**config.mk**
```make
export PLATFORM = sky130hd
export DESIGN_NAME = c3lib_ckmux4_sel_ctrl_flat
export DESIGN_NICKNAME = d
export VERILOG_FILES = /design/src/rtl/c3lib_ckmux4_sel_ctrl_if.sv /design/src/rtl/c3lib_ckmux4_sel_ctrl.sv /design/src/flat_wrapper.sv
export SDC_FILE = /design/constraint.sdc
export NUM_CORES = 1
export LEC_CHECK = 0
export CAP_MARGIN = 20
export CORE_MARGIN = 4
export CORE_UTILIZATION = 50
export CTS_BUF_LIST = sky130_fd_sc_hd__clkbuf_16
export DETAILED_ROUTE_END_ITERATION = 12
export PLACE_DENSITY = 0.82
export SLEW_MARGIN = 20
export SYNTH_ARGS = -nofsm -noshare
export SYNTH_HDL_FRONTEND = slang
export SYNTH_SLANG_ARGS = --single-unit
```
**constraint.sdc**
```tcl
create_clock -name clk -period 2.4 [get_ports clk]
set_input_delay 0.36 -clock clk [delete_from_list [all_inputs] [get_ports clk]]
set_output_delay 0.36 -clock clk [all_outputs]
set_load 0.01 [all_outputs]
```
**src/rtl/c3lib_ckmux4_sel_ctrl_if.sv**
```systemverilog
// c3lib_ckmux4_sel_ctrl_if: request handshake and mux/gate controls of the clock-select sequencer
interface c3lib_ckmux4_sel_ctrl_if;
  logic       req;
  logic [1:0] req_sel;
  logic       ack;
  logic       req_drop;
  logic       busy;
  logic       s0;
  logic       s1;
  logic       ck_gate_en;
  logic [1:0] cur_sel;
  modport master (output req, req_sel, input ack, req_drop, busy, s0, s1, ck_gate_en, cur_sel);
  modport slave  (input req, req_sel, output ack, req_drop, busy, s0, s1, ck_gate_en, cur_sel);
endinterface

```
**src/rtl/c3lib_ckmux4_sel_ctrl.sv**
```systemverilog
// c3lib_ckmux4_sel_ctrl: gates the muxed clock, switches the 4:1 select, waits to settle, then re-enables
module c3lib_ckmux4_sel_ctrl #(
  parameter logic [1:0] RESET_SEL  = 2'b00,
  parameter int         GATE_DLY   = 4,
  parameter int         SETTLE_DLY = 8
) (
  input logic                     clk,
  input logic                     rst_n,
  c3lib_ckmux4_sel_ctrl_if.slave  bus
);
  localparam logic [7:0] GATE_LD   = 8'(GATE_DLY - 1);
  localparam logic [7:0] SETTLE_LD = 8'(SETTLE_DLY - 1);
  typedef enum logic [1:0] {INIT, IDLE, GATE_WAIT, SETTLE} state_t;
  state_t     r_state;
  logic [7:0] r_cnt;
  logic [1:0] r_sel;
  logic [1:0] r_tgt;
  logic       r_gate;
  logic       r_ack;
  logic       r_drop;
  logic       r_busy;
  logic       w_done;
  assign w_done = r_cnt == 8'd0;
  // counter free-runs down to zero and holds; every state entry reloads it
  always_ff @(posedge clk or negedge rst_n)
    if (!rst_n) begin
      r_state <= INIT;
      r_cnt   <= SETTLE_LD;
      r_sel   <= RESET_SEL;
      r_tgt   <= RESET_SEL;
      r_gate  <= 1'b0;
      r_ack   <= 1'b0;
      r_drop  <= 1'b0;
      r_busy  <= 1'b1;
    end else begin
      r_ack  <= 1'b0;
      r_drop <= bus.req && r_state != IDLE;
      r_cnt  <= w_done ? r_cnt : r_cnt - 8'd1;
      case (r_state)
        INIT:
          if (w_done) begin
            r_gate  <= 1'b1;
            r_busy  <= 1'b0;
            r_state <= IDLE;
          end
        IDLE:
          if (bus.req && bus.req_sel == r_sel) r_ack <= 1'b1;
          else if (bus.req) begin
            r_tgt   <= bus.req_sel;
            r_gate  <= 1'b0;
            r_busy  <= 1'b1;
            r_cnt   <= GATE_LD;
            r_state <= GATE_WAIT;
          end
        GATE_WAIT:
          if (w_done) begin
            r_sel   <= r_tgt;
            r_cnt   <= SETTLE_LD;
            r_state <= SETTLE;
          end
        SETTLE:
          if (w_done) begin
            r_gate  <= 1'b1;
            r_ack   <= 1'b1;
            r_busy  <= 1'b0;
            r_state <= IDLE;
          end
        default: r_state <= INIT;
      endcase
    end
  assign bus.ack        = r_ack;
  assign bus.req_drop   = r_drop;
  assign bus.busy       = r_busy;
  assign bus.s0         = r_sel[0];
  assign bus.s1         = r_sel[1];
  assign bus.ck_gate_en = r_gate;
  assign bus.cur_sel    = r_sel;
  // the select may only move while the downstream clock is gated off
  a_sel_gated: assert property (@(posedge clk) disable iff (!rst_n) $changed(r_sel) |-> !r_gate);
endmodule

```
**src/flat_wrapper.sv**
```systemverilog
// flat-port wrapper written by rule: the top's interface ports become plain ports
module c3lib_ckmux4_sel_ctrl_flat 
#(
  parameter logic [1:0] RESET_SEL  = 2'b00,
  parameter int         GATE_DLY   = 4,
  parameter int         SETTLE_DLY = 8
)
  (clk, rst_n, bus_req, bus_req_sel, bus_ack, bus_req_drop, bus_busy, bus_s0, bus_s1, bus_ck_gate_en, bus_cur_sel);
  c3lib_ckmux4_sel_ctrl_if bus_i ();
  input logic clk;
  input logic rst_n;
  input wire logic [$bits(bus_i.req)-1:0] bus_req;
  input wire logic [$bits(bus_i.req_sel)-1:0] bus_req_sel;
  output wire logic [$bits(bus_i.ack)-1:0] bus_ack;
  output wire logic [$bits(bus_i.req_drop)-1:0] bus_req_drop;
  output wire logic [$bits(bus_i.busy)-1:0] bus_busy;
  output wire logic [$bits(bus_i.s0)-1:0] bus_s0;
  output wire logic [$bits(bus_i.s1)-1:0] bus_s1;
  output wire logic [$bits(bus_i.ck_gate_en)-1:0] bus_ck_gate_en;
  output wire logic [$bits(bus_i.cur_sel)-1:0] bus_cur_sel;
  assign bus_i.req = bus_req;
  assign bus_i.req_sel = bus_req_sel;
  assign bus_ack = bus_i.ack;
  assign bus_req_drop = bus_i.req_drop;
  assign bus_busy = bus_i.busy;
  assign bus_s0 = bus_i.s0;
  assign bus_s1 = bus_i.s1;
  assign bus_ck_gate_en = bus_i.ck_gate_en;
  assign bus_cur_sel = bus_i.cur_sel;
  c3lib_ckmux4_sel_ctrl #(.RESET_SEL(RESET_SEL), .GATE_DLY(GATE_DLY), .SETTLE_DLY(SETTLE_DLY)) u_core (.clk(clk), .rst_n(rst_n), .bus(bus_i));
endmodule
```
# Yosys cells after proc, flatten, opt, wreduce, memory -nomap -nowiden
# Cells that the tools add are included.
[totals]
reg_bits = 18
elab_cells = 50
output_inout_bits = 8
in_bits = 5
[classes]
eq_ne = 9
n_bitwise = 1
n_mux = 21
addsub = 1
n_reduce_logical = 10
[op_table]
columns = ["operator", "n"]
rows = [
  ["$mux 8", 4],
  ["$pmux 8 s2", 1],
  ["$logic_not 8->1", 1],
  ["$mux 1", 8],
  ["$mux 2", 4],
  ["$reduce_and 4->1", 2],
  ["$sub 8x1->8 const B", 1],
  ["$ne 2x1->1 const B", 3],
  ["$pmux 1 s2", 3],
  ["$pmux 2 s3", 1],
  ["$eq 2x2->1 const B", 2],
  ["$ne 2x2->1 const B", 2],
  ["$reduce_and 3->1", 1],
  ["$eq 2x1->1 const B", 1],
  ["$eq 2x2->1", 1],
  ["$logic_and 1x1->1", 2],
  ["$logic_not 2->1", 1],
  ["$reduce_and 2->1", 1],
  ["$reduce_bool 2->1", 1],
  ["$reduce_or 2->1", 1],
  ["$not 1->1", 1],
]

# Longest topological paths before layout
[depth]
depth_word = 5
mapped_depth = 9
mapped_depth_nobuf = 9

# Least setup slack after synthesis
# OpenSTA, ideal clock, no wires.
[synth_timing]
path_type = "register to register"
startpoint = "register u_core.r_cnt[0]"
endpoint = "register u_core.r_cnt[1]"
t_arrival_ns = 1.953
path_buffers = 0
slack_ns = 0.369
setup_ns = 0.079
t_required_ns = 2.321
path_stages_with_launch = 7
path_cell_list = "dfstp_2 > inv_1 > ha_1 > or4b_4 > nor4_4 > mux2_2 > o21ai_0"
[synth_between]
elab_chain_len = 5
elab_cells_between_ends = 7
classes_between = "add/sub (1); mux (5); reduce/logical (1)"
[synth_lines]
columns = ["item", "line", "source"]
rows = [
  ["start: declaration", "c3lib_ckmux4_sel_ctrl.sv:15", "logic [7:0] r_cnt;"],
  ["start signal: assignment", "c3lib_ckmux4_sel_ctrl.sv:38", "r_cnt <= w_done ? r_cnt : r_cnt - 8'd1;"],
  ["$sub 8x1->8 or $logic_not 8->1 (tied branches)", "c3lib_ckmux4_sel_ctrl.sv:38, c3lib_ckmux4_sel_ctrl.sv:23", ""],
  ["$mux 8", "c3lib_ckmux4_sel_ctrl.sv:38", ""],
  ["$mux 8", "c3lib_ckmux4_sel_ctrl.sv:48", "else if (bus.req) begin"],
  ["$mux 8", "c3lib_ckmux4_sel_ctrl.sv:47", "if (bus.req && bus.req_sel == r_sel) r_ack <= 1'b1;"],
  ["$pmux 8 s2 *", "c3lib_ckmux4_sel_ctrl.sv:39", "case (r_state)"],
]
# Every way passes the cells marked *; elsewhere a longest branch is shown, timed or not.
# A chain may end at the register's enable or synchronous reset.

# Final worst setup path
[layout_timing]
startpoint = "register u_core.r_cnt[1]"
endpoint = "register u_core.r_cnt[0]"
[layout_between]
elab_chain_len = 5
elab_cells_between_ends = 6
classes_between = "mux (5); reduce/logical (1)"
[layout_lines]
columns = ["item", "line", "source"]
rows = [
  ["$logic_not 8->1 *", "c3lib_ckmux4_sel_ctrl.sv:23", "assign w_done = r_cnt == 8'd0;"],
  ["$mux 8", "c3lib_ckmux4_sel_ctrl.sv:38", ""],
  ["$mux 8", "c3lib_ckmux4_sel_ctrl.sv:48", ""],
  ["$mux 8", "c3lib_ckmux4_sel_ctrl.sv:47", ""],
  ["$pmux 8 s2 *", "c3lib_ckmux4_sel_ctrl.sv:39", ""],
]
# Marks and branches as above.

==> reports/qor.yml <==
clk_path_buf_depth: 2
cts_setup_buffers: 0
htreeDepth: 1
dp_hpwl_um: 1360
met1Wirelength_um: 820
clock.fmax_mhz: 479
ys_warn_count: 0
hold_buffers: 0
n_antenna_cell: 0
ant_nets: 0
antenna_found_initial: 0
syn-num-nets: 98
clk_latency_ps: 250
io_pins: 13
fin_crit_ps: 2090
routedWlPerCell_um: 14.3
grt_pass1_wl_um: 3440
switchingPower_uw: 120
track_usage: 0.174
fill_cells: 145
nNetsFinal: 115
synth-seq-cells: 18
skew_ps: 2.72
grt_pass1_vias: 775
synth_top_cell_area_share: 0.368
grt_start_max_net_pins: 19
fin_util: 0.670
worstSetupPathType: "flip-flop to flip-flop"
met3_length_um: 49
wl_um: 1840
p_leak_uw: 0.000494
finalSetupViolations: 0
place_congestion: 0.787
powerDensity_nw_per_um2: 554
firstDrtPassIters: 4
combPwrFrac: 0.030
port_buffers: 12
ctsResizeCount: 0
multi_input_area_um2: 452
cp-start-kind: "flip-flop"
hold_path.class: "flip-flop to flip-flop"
final_cell_mix: "dfrtp_1 (14), clkdlybuf4s50_1 (12), o21ai_0 (8)"
viasPerCell: 5.34
rows: 15
p_clk_frac: 0.504
final_cell_area_um2: 1180
rrSetupSlack_ps: 310
drive_gt1_frac: 0.184
top_layer: "met4"
numCtsBuffers: 3
synth_cells: 87
drc: 0
yosysTopAreaCell: "dfrtp_1"
final_common_cell: "dfrtp_1"
synthDistinctLibCells: 28
dieArea_um2: 2670
die_w_um: 51.6
dpl_cell_area_um2: 1100
rsz0062_at_grt: "no"
max_slew_margin: 0.474
ys_top_cells_by_area: "dfrtp_1 (37%), dfstp_2 (11%), ha_1 (7.9%)"
switching_share: 0.183
crit_arrival_ps: 2260
period_share: 0.870
path_clk_slew_ps: 50
root_buffer: "clkbuf_16"
finalHoldViolations: 0
cts_tree: "built"
cap_violations: 0
ys_seq_area_frac: 0.478
cts_sinks: 18
drt_iter0_drc: 12
timing.final.max_slew_violations: 0
seqCellArea_um2: 455
syn_area_um2: 952
die_y_um: 51.6
coreArea_um2: 1760
status: "completed"
crit_path_end_kind: "flip-flop"
worst_pin_slew_ps: 787
overflow: 0
fin_setup_tns_ps: 0
cp_max_fo: 6
ir_worst_vdd_mv: 0.343
vias: 684
avgSynthCellArea_um2: 10.9
met2WireLength_um: 934
power_frac_seq: 0.466
areaGrowthSynthToFinish_pct: 24.2
p_int_uw: 535
required_ps: 2570
start_util: 0.540
final cells by class:
class / instances / share of cell area
clock buffers: 3 / 0.0635
multi-input cells: 59 / 0.382
flip-flops and latches: 18 / 0.385
inverters: 8 / 0.0254
well taps: 25 / 0.0265
repair buffers: 14 / 0.114
clock inverters: 1 / 0.00317
sequential cells by signal, summed over array words and instances, names as in the netlist:
name,flops
u_core.r_cnt,8
u_core.bus.ck_gate_en,1
u_core.bus.req_drop,1
u_core.bus.busy,1
u_core.r_tgt,2
u_core.r_state,2
u_core.bus.ack,1
u_core.bus.cur_sel,2
worst paths after layout:
kind,end,cells after the start,start
min in group asynchronous,u_core.bus.cur_sel[1]$_DFFE_PN0P_,1,rst_n
hold / removal,u_core.r_tgt[1]$_DFFE_PN0P_,1,u_core.r_tgt[1]$_DFFE_PN0P_
hold reg to reg,u_core.r_tgt[1]$_DFFE_PN0P_,1,u_core.r_tgt[1]$_DFFE_PN0P_
setup / recovery,u_core.r_cnt[0]$_DFF_PN1_,10,u_core.r_cnt[1]$_DFF_PN1_
max in group asynchronous,u_core.bus.ck_gate_en$_DFFE_PN0P_,1,rst_n
setup reg to reg,u_core.r_cnt[0]$_DFF_PN1_,10,u_core.r_cnt[1]$_DFF_PN1_
Yosys cell counts (all sizes together):
library cell and n:
a211oi 3, a21boi 1, a21oi 4, a221o 1
a2bb2oi 2, buf 2, dfrtp 14, dfstp 4
ha 6, inv 8, mux2 5, mux2i 1
nand2 7, nand2b 1, nor2 3, nor2b 1
nor3 3, nor4 2, o21ai 8, o21ba 1
o31ai 2, or4 1, or4b 2, xnor2 3
xor2 2
worst max-delay path, stage by stage, from the launching register on:
cell     delay [ps]
dfstp_2         380
inv_1            50
ha_1            190
or4b_4          510
nor4_4          170
buf_4           190
inv_2            50
ha_1            170
inv_1            60
a21oi_1          60
o21ai_0         170
logic make-up after synthesis:
family,after synthesis,synth area share
AO/OA/AOI/OAI,22,0.150
XOR/XNOR,5,0.0460
adder cells (fa/ha/maj),6,0.0788
buffers and inverters,10,0.0473
flip-flops,18,0.478
multiplexers,6,0.0696
AND/OR/NAND/NOR,20,0.130
power by group through the flow:
stage / Combinational, uW / Sequential (uW) / Clock, uW
6_report: 19.4 / 305 / 330
5_1_grt: 22.0 / 305 / 354
4_1_cts: 20.2 / 305 / 339
3_5_place_dp: 19.6 / 310 / 0
3_3_place_gp: 19.1 / 310 / 0
2_1_floorplan: 3.26 / 311 / 0
through the flow:
step	hold slack, ps	std cells	setup slack (ps)	total power (uW)
global route	524	128	166	681
global placement	484	124	414	329
floorplan	64.4	87	369	314
detailed placement	491	124	336	330
finish	502	128	311	655
CTS	508	128	296	664
per-layer routing:
layer	up-vias	GRT usage
li1	338	-
met1	330	0.215
met2	13	0.284
met3	3	0.0430
met4	0	0.0786
met5	-	0
No activity file was read; power rests on OpenSTA's default activity.
